### src/rtl/add64_sequencer_pkg.sv
// ============================================================================
// Module   : add64_sequencer_pkg
// Brief    : Shared state encoding and slice geometry for the 64-bit sequencer.
// Revision : 1.0 - initial release
// ============================================================================
`default_nettype none

package add64_sequencer_pkg;

   localparam int SLICE_W = 16;
   localparam int IDX_W   = 2;

   typedef enum logic [1:0] {
      IDLE = 2'd0,
      RUN  = 2'd1,
      DONE = 2'd2
   } state_t;

endpackage

`default_nettype wire

### src/rtl/add64_sequencer_fa16.sv
// ============================================================================
// Module   : FullAdder16bit
// Brief    : 16-bit adder slice with carry in/out, shared by the sequencer.
// Revision : 1.0 - initial release
// ============================================================================
`default_nettype none

module FullAdder16bit (
   input  logic [15:0] A,
   input  logic [15:0] B,
   input  logic        Cin,
   output logic [15:0] S,
   output logic        Cout
);

   assign {Cout, S} = {1'b0, A} + {1'b0, B} + {16'd0, Cin};

endmodule

`default_nettype wire

### src/rtl/add64_sequencer.sv
// ============================================================================
// Module   : add64_sequencer
// Brief    : Multi-cycle 64-bit add/subtract, one 16-bit slice per clock.
// Revision : 1.0 - initial release
// ============================================================================
`default_nettype none

module add64_sequencer
   import add64_sequencer_pkg::*;
#(
   parameter int SLICES = 4
) (
   input  logic                      clk,
   input  logic                      rst_n,
   input  logic                      in_valid,
   output logic                      in_ready,
   input  logic [SLICE_W*SLICES-1:0] a,
   input  logic [SLICE_W*SLICES-1:0] b,
   input  logic                      cin,
   input  logic                      sub,
   output logic                      out_valid,
   input  logic                      out_ready,
   output logic [SLICE_W*SLICES-1:0] sum,
   output logic                      cout,
   output logic                      overflow
);

   localparam int W = SLICE_W * SLICES;

   state_t               r_state;
   state_t               w_state_next;
   logic [W-1:0]         r_a;
   logic [W-1:0]         r_b_eff;
   logic [W-1:0]         r_sum;
   logic                 r_carry;
   logic                 r_cout;
   logic                 r_ovf;
   logic [IDX_W-1:0]     r_idx;

   logic [SLICE_W-1:0]   w_a_slice;
   logic [SLICE_W-1:0]   w_b_slice;
   logic [SLICE_W-1:0]   w_s;
   logic                 w_c;
   logic                 w_accept;
   logic                 w_last;

   assign w_a_slice = r_a[r_idx*SLICE_W +: SLICE_W];
   assign w_b_slice = r_b_eff[r_idx*SLICE_W +: SLICE_W];
   assign w_accept  = (r_state == IDLE) && in_valid;
   assign w_last    = (r_idx == IDX_W'(SLICES - 1));

   FullAdder16bit u_slice (
      .A    (w_a_slice),
      .B    (w_b_slice),
      .Cin  (r_carry),
      .S    (w_s),
      .Cout (w_c)
   );

   always_ff @(posedge clk or negedge rst_n) begin
      if (!rst_n) begin
         r_state <= IDLE;
      end else begin
         r_state <= w_state_next;
      end
   end

   always_comb begin
      w_state_next = r_state;
      in_ready     = 1'b0;
      out_valid    = 1'b0;
      case (r_state)
         IDLE: begin
            in_ready = 1'b1;
            if (in_valid) w_state_next = RUN;
         end
         RUN: begin
            if (w_last) w_state_next = DONE;
         end
         DONE: begin
            out_valid = 1'b1;
            if (out_ready) w_state_next = IDLE;
         end
         default: w_state_next = IDLE;
      endcase
   end

   // Subtraction is folded in at accept time: A + ~B + 1.
   always_ff @(posedge clk or negedge rst_n) begin
      if (!rst_n) begin
         r_a     <= '0;
         r_b_eff <= '0;
         r_sum   <= '0;
         r_carry <= 1'b0;
         r_cout  <= 1'b0;
         r_ovf   <= 1'b0;
         r_idx   <= '0;
      end else if (w_accept) begin
         r_a     <= a;
         r_b_eff <= sub ? ~b : b;
         r_carry <= sub ? 1'b1 : cin;
         r_idx   <= '0;
      end else if (r_state == RUN) begin
         r_sum[r_idx*SLICE_W +: SLICE_W] <= w_s;
         r_carry <= w_c;
         r_idx   <= r_idx + 1'b1;
         if (w_last) begin
            r_cout <= w_c;
            r_ovf  <= (r_a[W-1] == r_b_eff[W-1]) && (w_s[SLICE_W-1] != r_a[W-1]);
         end
      end
   end

   assign sum      = r_sum;
   assign cout     = r_cout;
   assign overflow = r_ovf;

endmodule

`default_nettype wire
### config.mk
export PLATFORM = sky130hd
export DESIGN_NAME = add64_sequencer
export DESIGN_NICKNAME = d
export VERILOG_FILES = /design/src/rtl/add64_sequencer_pkg.sv /design/src/rtl/add64_sequencer_fa16.sv /design/src/rtl/add64_sequencer.sv
export SDC_FILE = /design/constraint.sdc
export NUM_CORES = 1
export LEC_CHECK = 0
export ABC_CLOCK_PERIOD_IN_PS = 5010
export BUFFER_PORTS_ARGS = -buffer_cell sky130_fd_sc_hd__buf_2
export CAP_MARGIN = 40
export CORE_MARGIN = 2
export CORE_UTILIZATION = 40
export CTS_BUF_LIST = sky130_fd_sc_hd__clkbuf_8
export CTS_CLUSTER_SIZE = 25
export DETAILED_ROUTE_END_ITERATION = 10
export GPL_TIMING_DRIVEN = 0
export SYNTH_ARGS = -nofsm -noshare
export SYNTH_HDL_FRONTEND = slang
export SYNTH_SLANG_ARGS = --single-unit
### constraint.sdc
create_clock -name clk -period 5.01 [get_ports clk]
set_input_delay 1.002 -clock clk [delete_from_list [all_inputs] [get_ports clk]]
set_output_delay 1.002 -clock clk [all_outputs]
set_load 0.02 [all_outputs]
# After elaboration in Yosys (flattened, before gate mapping)
# Cells that the tools add are included.
# W data, S select, Z words.
totals:
  wordCells: 46
  out_inout_bits: 68
  in_bits: 134
  register_bits: 199
classes:
  addsub: 4
  bitwise_logic: 2
  eq_ne: 8
  muxes: 13
  shift: 4
  reduce_logical: 7
ops:
  columns: ["cell", "n"]
  rows:
  - ["$shiftx A64 B7 Y16", 2]
  - ["$bwmux W64", 1]
  - ["$mux W64", 1]
  - ["$not A64 Y64", 1]
  - ["$shift A16 B34 Y64 const A", 1]
  - ["$shiftx A16 B34 Y64", 1]
  - ["$neg A6 Y34", 1]
  - ["$add A16 B16 Y17", 1]
  - ["$add A17 B1 Y17", 1]
  - ["$mux W2", 5]
  - ["$ne A2 B2 Y1 const B", 3]
  - ["$pmux W2 S3", 1]
  - ["$reduce_and A3 Y1", 2]
  - ["$mux W1", 5]
  - ["$eq A2 B2 Y1 const B", 2]
  - ["$add A2 B1 Y2 const B", 1]
  - ["$eq A2 B1 Y1 const B", 1]
  - ["$logic_and A1 B1 Y1", 2]
  - ["$logic_not A2 Y1", 1]
  - ["$reduce_and A2 Y1", 1]
  - ["$reduce_bool A2 Y1", 1]
  - ["$eq A1 B1 Y1", 1]
  - ["$ne A1 B1 Y1", 1]
  - ["$not A1 Y1", 1]

# Depth between registers and ports, before layout
# Gate-level depths: netlist (run 1).
depth:
  word_depth: 5
  depth_mapped: 11

# By module
# A second synthesis (run 1) with hierarchy kept.
hier_totals:
  hier_cells: 911
  area_unflattened_um2: 9476.6
modules_own_cells:
  columns: ["mod", "seq_area_each_um2", "n_inst", "area_per_inst_um2", "cells_per_inst"]
  rows:
  - ["add64_sequencer", 4979.8, 1, 8730.9, 809]
  - ["FullAdder16bit", 0.0, 1, 745.7, 102]

# Worst setup path after synthesis (run 1)
# Ideal clock, no wire load.
synth_path:
  path_type: "reg2reg"
  startpoint: "register r_idx[0]"
  endpoint: "register r_cout (netlist: cout)"
  required_ns: 4.878
  path_slack_ns: 1.413
  stages_incl_launch_ff: 12
  arrival_ns: 3.465
  cell_sequence: "dfrtp_1 buf_4 buf_2 mux4_2 fa_1 fa_1 a21oi_1 o21ai_1 a211oi_2 o31ai_4 a2111oi_0 nor2_1"
synth_via:
  elab_chain_len: 3
synth_rtl:
  columns: ["item", "line_no", "rtl"]
  rows:
  - ["from (decl)", "add64_sequencer.sv:38", "logic [IDX_W-1:0] r_idx;"]
  - ["from (signal assigned)", "add64_sequencer.sv:106", "r_idx <= r_idx + 1'b1;"]
  - ["$shiftx A64 B7 Y16, on equally long branches", "add64_sequencer.sv:47, add64_sequencer.sv:48", null]
  - ["$add A16 B16 Y17", "add64_sequencer_fa16.sv:16", "assign {Cout, S} = {1'b0, A} + {1'b0, B} + {16'd0, Cin};"]
  - ["$add A17 B1 Y17", "add64_sequencer_fa16.sv:16", null]
  - ["to (signal assigned)", "add64_sequencer.sv:108", "r_cout <= w_c;"]
  - ["to (decl)", "add64_sequencer.sv:36", "logic r_cout;"]
# Parallel ways exist; a longest one is shown, timed or not.
# A chain may end at the register's enable or synchronous reset.

# Worst setup path in the final report (run 1)
layout_path:
  startpoint: "register r_idx[1]"
  endpoint: "register r_sum[46] (netlist: sum[46])"
layout_via:
  elab_chain_len: 5
layout_rtl:
  columns: ["item", "line_no", "rtl"]
  rows:
  - ["$shiftx A64 B7 Y16, on equally long branches", "add64_sequencer.sv:47, add64_sequencer.sv:48", null]
  - ["$add A16 B16 Y17", "add64_sequencer_fa16.sv:16", null]
  - ["$add A17 B1 Y17", "add64_sequencer_fa16.sv:16", null]
  - ["$shiftx A16 B34 Y64", "add64_sequencer.sv:104", "r_sum[r_idx*SLICE_W +: SLICE_W] <= w_s;"]
  - ["$bwmux W64 (*)", "add64_sequencer.sv:104", null]
  - ["to (signal, indexed assignment)", "add64_sequencer.sv:104", null]
  - ["to (decl)", "add64_sequencer.sv:34", "logic [W-1:0] r_sum;"]
# Mark *: on every way between the ends. The rest lies on a longest branch, timed or not.

==> results of run 1 <==
==> metrics by stage <==
| stage | std cells | instance area, sq um | utilization | TNS, ns |
|---|---|---|---|---|
| 2_1_floorplan | 931 | 9544 | - | 0 |
| 3_3_place_gp | 1450 | 10940 | 0.4663 | -91.96 |
| 3_5_place_dp | 1452 | 10990 | 0.4682 | 0 |
| 4_1_cts | 1484 | 11370 | 0.4843 | 0 |
| 5_1_grt | 1484 | 11370 | 0.4843 | 0 |
| 6_report | 1484 | 11370 | 0.4843 | 0 |
==> layer usage <==
layer,GRT usage,share of wire,vias up
li1,-,-,3619
met3,0.04137,0.049,31
met4,0.06607,0.023,0
met5,0,0,-
met2,0.3532,0.47,237
met1,0.3136,0.46,3589
==> path summary, 6_finish.rpt <==
check | startpoint | to | slack (ns) | cells past startpoint
max reg2reg | r_idx[1] | sum[46] | 0.58 | 11
max | r_idx[1] | sum[46] | 0.58 | 11
min reg2reg | r_a[51] | r_a[51] | 0.48 | 2
max in group asynchronous | rst_n | r_b_eff[21] | 3.50 | 2
min | r_a[51] | r_a[51] | 0.48 | 2
min in group asynchronous | rst_n | sum[13] | 0.53 | 1
==> cell usage in the layout (no fill, tap or decap), drive strengths merged, types with 6 or more instances in the layout <==
cell type  netlist  layout
nand2          302     302
clkbuf          34      54
a21oi           20      20
xnor2           70      70
nand3            9       9
o21ai           92      92
inv              9      17
a21o             7       7
a22o            40      40
ha              21      21
nand4            6       6
mux4            32      32
dfrtp          199     199
nor2            16      16
buf             19     221
==> sequential cells by signal (all words and copies together) (netlist names) <==
register / cells
r_a: 64
r_b_eff: 64
sum: 64
r_idx: 2
r_state: 2
cout: 1
overflow: 1
r_carry: 1
==> power by group through the flow <==
stage          sequential [mW]  clock, mW  combinational (mW)
3_5_place_dp              2.71          0                4.80
2_1_floorplan             2.79          0                3.15
5_1_grt                   2.77       1.10                5.34
4_1_cts                   2.68       1.03                4.83
6_report                  2.69       1.01                4.83
3_3_place_gp              2.70          0                4.74
==> worst max-delay path, cell delays in order (launching register included) <==
cell and delay [ns]:
dfrtp_1 0.44, clkbuf_1 0.36, clkbuf_1 0.60, mux4_2 0.46, fa_1 0.45, fa_1 0.43, a21oi_1 0.22, o21ai_1 0.16
a211oi_2 0.46, o21ai_1 0.17, xnor2_1 0.41, a22o_1 0.20
==> cells by family (layout without fill, tap and decap cells) <==
logic type,count (synthesis),count (layout),share of synthesized area
AO/OA/AOI/OAI,185,185,0.1251
XOR/XNOR,75,75,0.06883
adder cells (fa/ha/maj),23,23,0.03173
buffers and inverters,62,296,0.02635
flip-flops,199,199,0.5218
multiplexers,32,32,0.07551
AND/OR/NAND/NOR,355,355,0.1508
==> layout make-up <==
cell class,instances,area [sq um],share of cell area
Buffer,53,217.7,0.01915
Tap cell,319,399.1,0.03511
Clock buffer,20,275.3,0.02421
Sequential cell,199,4980,0.4380
Multi-Input combinational cell,670,4313,0.3794
Inverter,9,33.78,0.002972
Clock inverter,12,103.9,0.009135
Timing Repair Buffer,202,1046,0.09201
==> results.txt, run 1 <==
Share of cells above drive strength 1: 0.2498
Final Critical Period: 4.427 ns
Clock-pin slew on the worst setup and hold paths: 0.11 ns
Pwr per Cell Area: 749.9 nW/um^2
PostCTS Resize Cnt: 0
Top-area cell type share of the netlist area: 0.5218
Post-CTS Setup Bufs: 0
CTS tree: done
DRC Markers: 0
Wirelength per Cell: 18.15 um
Core ar.: 23,470 sq um
Synth top cells by count: 300 x nand2_1, 199 x dfrtp_1, 86 x o21ai_0
Largest cells by area after synthesis: dfrtp_1 52%, nand2_1 12%, mux4_2 7.6%
Synthesized Nets: 1,088
Yosys top cell by area: dfrtp_1
Post-DR vias/cell: 5.038
Yosys warnings: 0
Final Hold Vio Count: 0
Vias in the first global route: 7,289
Row count: 56
Antenna Nets Post-Route: 0
1st-pass router iterations: 5
Max Transition Viols Final: 0
Largest net degree at the start of global routing: 111
Area Overhead vs Synth: 19.11%
Detailed Route WL: 26,940 um
Clock sink count: 199
Outcome: completed
Slew HR: 0.4622
Most common flop cell mapped by yosys: dfrtp_1
CP Launch Type: register
Hold Slack: 0.4801 ns
I/O pin count: 202
Dpl ws: 0.6689 ns
Hold WC Path Type: register to register
Initial Util: 0.4066
Sequential area share after synthesis: 0.5218
Maximum operating frequency: 225.9 MHz
Mapped cell area: 9544 sq um
Synth unique cells: 52
Fill count: 2,253
Clock root buffer: clkbuf_8
Die width: 158.5 um
Worst EP arrival: 4.83 ns
Max IR drop VDD: 0.4057 mV
Placer Congestion: 0.8829
Initial DRC count: 530
WP data required: 5.42 ns
Vias: 7,476
Die Ht: 158.5 um
Setup ws final: 0.5829 ns
Crit path kind: register to register
Layout Skew: 0.02024 ns
Synth Instances: 931
CTS Hold Bufs: 0
Cell with the most instances after synthesis: nand2_1
Internal cell power: 4.437 mW
Power Total: 8.526 mW
Static leakage: 5.668 nW
First-pass GRT wire length: 41,440 um
Power share of the combinational group: 0.566
Critical-path maximum fanout: 10
FF+latch count, synth: 199
RSZ-0062 raised after global routing: false
# diodes: 0
Antenna violations before repair: 1
GRT Overall Usage: 0.2228
Clock Latency Late Sink: 0.47 ns
PortBufs: 200
GRT overflow: 0
H-tree depth: 4
Endpoint class of the critical path: register
Die ar.: 25,110 sq um
Worst slew pin tran: 0.8067 ns
Final setup violation count: 0
DP Wirelength: 20,490 um
Net Switching: 4.089 mW
Synthesized area per cell: 10.25 sq um
CTS buffer count: 17
MaxCap Viol Count: 0
Switching Fraction: 0.4796
Fin nets: 1,309
Post-synth ARST share: 1.000
Max Root-Sink Buffers: 2
Final period util: 0.8837
Clk pwr share: 0.118
Post-synth EDFFs: 0
Sequential power share: 0.315
(Power assumes the default switching activity.)
==> inputs of run 2 (changes only) <==
--- a/config.mk
+++ b/config.mk
@@ -14,6 +14,8 @@
 export CTS_CLUSTER_SIZE = 25
 export DETAILED_ROUTE_END_ITERATION = 10
 export GPL_TIMING_DRIVEN = 0
+export SLEW_MARGIN = 20
 export SYNTH_ARGS = -nofsm -noshare
 export SYNTH_HDL_FRONTEND = slang
+export SYNTH_HIERARCHICAL = 1
 export SYNTH_SLANG_ARGS = --single-unit
==> constraint.sdc (replaced) <==
create_clock -name clk -period 5.01 [get_ports clk]
set_input_delay 0.7515 -clock clk [delete_from_list [all_inputs] [get_ports clk]]
set_output_delay 0.7515 -clock clk [all_outputs]
set_load 0.02 [all_outputs]
==> run 2 against run 1 <==
- worst hold slack lost 0.35 ns
- cell count down 1.3%
- clock power about the same
- first-iteration DRC count shrank 6.4%
- register-to-register slack better by 0.02 ns
- wire length decreased by 1.5%
- highest routed layer unchanged
- largest cell class unchanged
- sequential cell count stayed put
- via count is 2.0% lower
- critical path type unchanged
==> results.txt, run 2 <==
Placed cell area: 10,940 sq um (was 10,990 sq um)
Post-Layout Cell Count: 1,464 (was 1,484)
Power Total: 8.549 mW (was 8.526 mW)
I/O pin count: 202 (unchanged)
Final period util: 0.8795 (was 0.8837)
Wirelength per Cell: 18.13 um (was 18.15 um)
Post-DR vias/cell: 5.006 (was 5.038)
Finished Cell Area: 11,320 sq um (was 11,370 sq um)
FF-to-FF Start: r_idx[1] (unchanged)
Die ar.: 24,940 sq um (was 25,110 sq um)
Placer Congestion: 0.8738 (was 0.8829)
Layout Skew: 0.02368 ns (was 0.02024 ns)
DRC Markers: 0 (unchanged)
PortBufs: 200 (unchanged)
Share of cells above drive strength 1: 0.2638 (was 0.2498)
Dpl ws: 0.6638 ns (was 0.6689 ns)
Cell with the most instances after synthesis: nand2_1 (unchanged)
Sequential cell area: 4980 sq um (unchanged)
Post-CTS Setup Bufs: 0 (unchanged)
Synth Instances: 911 (was 931)
CTS Hold Bufs: 0 (unchanged)
RSZ-0062 raised after global routing: false (unchanged)
Clock root buffer: clkbuf_8 (unchanged)
First-pass GRT wire length: 40,490 um (was 41,440 um)
Sequential area share after synthesis: 0.5255 (was 0.5218)
Fin nets: 1,288 (was 1,309)
Register-to-register setup slack: 0.60 ns (was 0.58 ns)
Final Critical Period: 4.406 ns (was 4.427 ns)
Synthesized Nets: 1,067 (was 1,088)
Final setup violation count: 0 (unchanged)
Row count: 56 (unchanged)
CP Launch Type: register (unchanged)
Pwr per Cell Area: 754.9 nW/um^2 (was 749.9 nW/um^2)
1st-pass router iterations: 5 (unchanged)
Die Ht: 157.9 um (was 158.5 um)
Max IR drop VDD: 0.3998 mV (was 0.4057 mV)
Max Transition Viols Final: 0 (unchanged)
MaxCap Viol Count: 0 (unchanged)
Die width: 157.9 um (was 158.5 um)
Fill count: 2,249 (was 2,253)
Post-synth ARST share: 1.000 (unchanged)
Maximum operating frequency: 226.9 MHz (was 225.9 MHz)
PostCTS Resize Cnt: 0 (unchanged)
Synth top cells by count: 305 x nand2_1, 199 x dfrtp_1, 92 x o21ai_0 (was 300 x nand2_1, 199 x dfrtp_1, 86 x o21ai_0)
Fin util: 0.4854 (was 0.4843)
GRT overflow: 0 (unchanged)
Clock Latency Late Sink: 0.48 ns (was 0.47 ns)
Placed Cells: 1,432 (was 1,452)
DP Wirelength: 20,280 um (was 20,490 um)
Outcome: completed (unchanged)
CTS buffer count: 17 (unchanged)
Final TNS setup: 0 ns (unchanged)
Mapped cell area: 9477 sq um (was 9544 sq um)
Largest cells by area after synthesis: dfrtp_1 53%, nand2_1 12%, mux4_2 7.6% (was dfrtp_1 52%, nand2_1 12%, mux4_2 7.6%)
Largest net degree at the start of global routing: 99 (was 111)
Critical R2R Capture: sum[26] (was sum[46])
Final Hold Vio Count: 0 (unchanged)
Worst EP arrival: 4.79 ns (was 4.83 ns)
Hold Slack: 0.1283 ns (was 0.4801 ns)
Vias in the first global route: 7,219 (was 7,289)
Reg2Reg Depth: 12 (was 11)
Slew HR: 0.4811 (was 0.4622)
FF+latch count, synth: 199 (unchanged)
Worst slew pin tran: 0.7783 ns (was 0.8067 ns)
Detailed Route WL: 26,540 um (was 26,940 um)
Commonest non-fill, non-tap cell in the layout: nand2_1 (unchanged)
GRT Overall Usage: 0.2182 (was 0.2228)
Clock sink count: 199 (unchanged)
Max Root-Sink Buffers: 2 (unchanged)
Endpoint class of the critical path: register (unchanged)
WP data required: 5.40 ns (was 5.42 ns)
Crit path kind: register to register (unchanged)
Clock-pin slew on the worst setup and hold paths: 0.10 ns (was 0.11 ns)
Synth unique cells: 46 (was 52)
Synthesized area per cell: 10.40 sq um (was 10.25 sq um)
Antenna violations before repair: 0 (was 1)
Critical-path maximum fanout: 10 (unchanged)
Hold WC Path Type: input port to asynchronous set/reset pin (was register to register)
Vias: 7,329 (was 7,476)
Post-synth EDFFs: 0 (unchanged)
Initial DRC count: 496 (was 530)
# diodes: 0 (unchanged)
Area of the multi-input gates: 4210 sq um (was 4313 sq um)
Static leakage: 5.638 nW (was 5.668 nW)
Yosys warnings: 6 (was 0)
Most common flop cell mapped by yosys: dfrtp_1 (unchanged)
H-tree depth: 4 (unchanged)
Initial Util: 0.4062 (was 0.4066)
Antenna Nets Post-Route: 0 (unchanged)
Top-area cell type share of the netlist area: 0.5255 (was 0.5218)
Setup ws final: 0.6035 ns (was 0.5829 ns)
Yosys top cell by area: dfrtp_1 (unchanged)
Area Overhead vs Synth: 19.50% (was 19.11%)
Core ar.: 23,330 sq um (was 23,470 sq um)
Most frequent cells in the layout: 305 x nand2_1, 221 x buf_2, 199 x dfrtp_1 (was 300 x nand2_1, 210 x buf_2, 199 x dfrtp_1)
CTS tree: done (unchanged)
[run 2: cell types whose count changed after synthesis, sizes merged, moves of 4 or more]
cell	before	now
a22o	40	48
inv	9	4
a21o	7	2
nor2	16	11
a31oi	4	0
or3	4	0
buf	19	27
[run 2: how the worst max path moves through the flow]
stage	startpoint	endpoint	slack [ns]
floorplan	r_idx[0]	cout	1.45
global placement	rst_n	r_b_eff[39]	-0.20
detailed placement	r_idx[1]	sum[26]	0.66
CTS	r_idx[1]	sum[26]	0.64
global route	r_idx[1]	sum[26]	0.43
finish	r_idx[1]	sum[26]	0.60
[run 2: kinds of logic (layout without fill, tap and decap cells)]
family,count (synthesis),in the layout,share of synthesized area
buffers and inverters,63,297,0.03023
xor gates and xnor gates,76,76,0.07024
muxes,34,34,0.07829
and+or+nand+nor,343,343,0.1481
adders and majority gates,22,22,0.03063
DFF,199,199,0.5255
AOI/OAI and AO/OA,174,174,0.1170
[run 2: routing by layer]
metal | track usage | vias up | routed length [um]
met5 | 0 | - | 0
met4 | 0.07706 | 0 | 684
met3 | 0.03449 | 26 | 1538
met2 | 0.3416 | 254 | 12190
met1 | 0.3090 | 3519 | 12120
li1 | - | 3530 | -
[run 2: area by class of cell]
| type | instances | area share |
|---|---|---|
| multi-input combinational | 649 | 0.3718 |
| inverter | 4 | 0.001326 |
| buffer | 59 | 0.02398 |
| tap | 319 | 0.03524 |
| clock buffer | 17 | 0.02066 |
| timing repair buffer | 202 | 0.09413 |
| clock inverter | 15 | 0.01315 |
| sequential | 199 | 0.4397 |
[run 2: critical path: stages (launching register included)]
cell	delay [ns]
dfrtp_1	0.38
clkbuf_1	0.34
clkbuf_1	0.60
mux4_2	0.47
fa_1	0.47
fa_1	0.44
a21oi_1	0.30
o221ai_2	0.17
a21oi_2	0.24
o21ai_0	0.15
xor2_1	0.52
nand2_1	0.09
o21ai_0	0.16
[run 2: where the power goes]
part / total (mW) / internal [mW] / switching, mW
Clock: 1.01 / 0.405 / 0.610
Combinational: 4.83 / 1.74 / 3.09
Sequential: 2.70 / 2.30 / 0.403
Total: 8.55 / 4.45 / 4.10
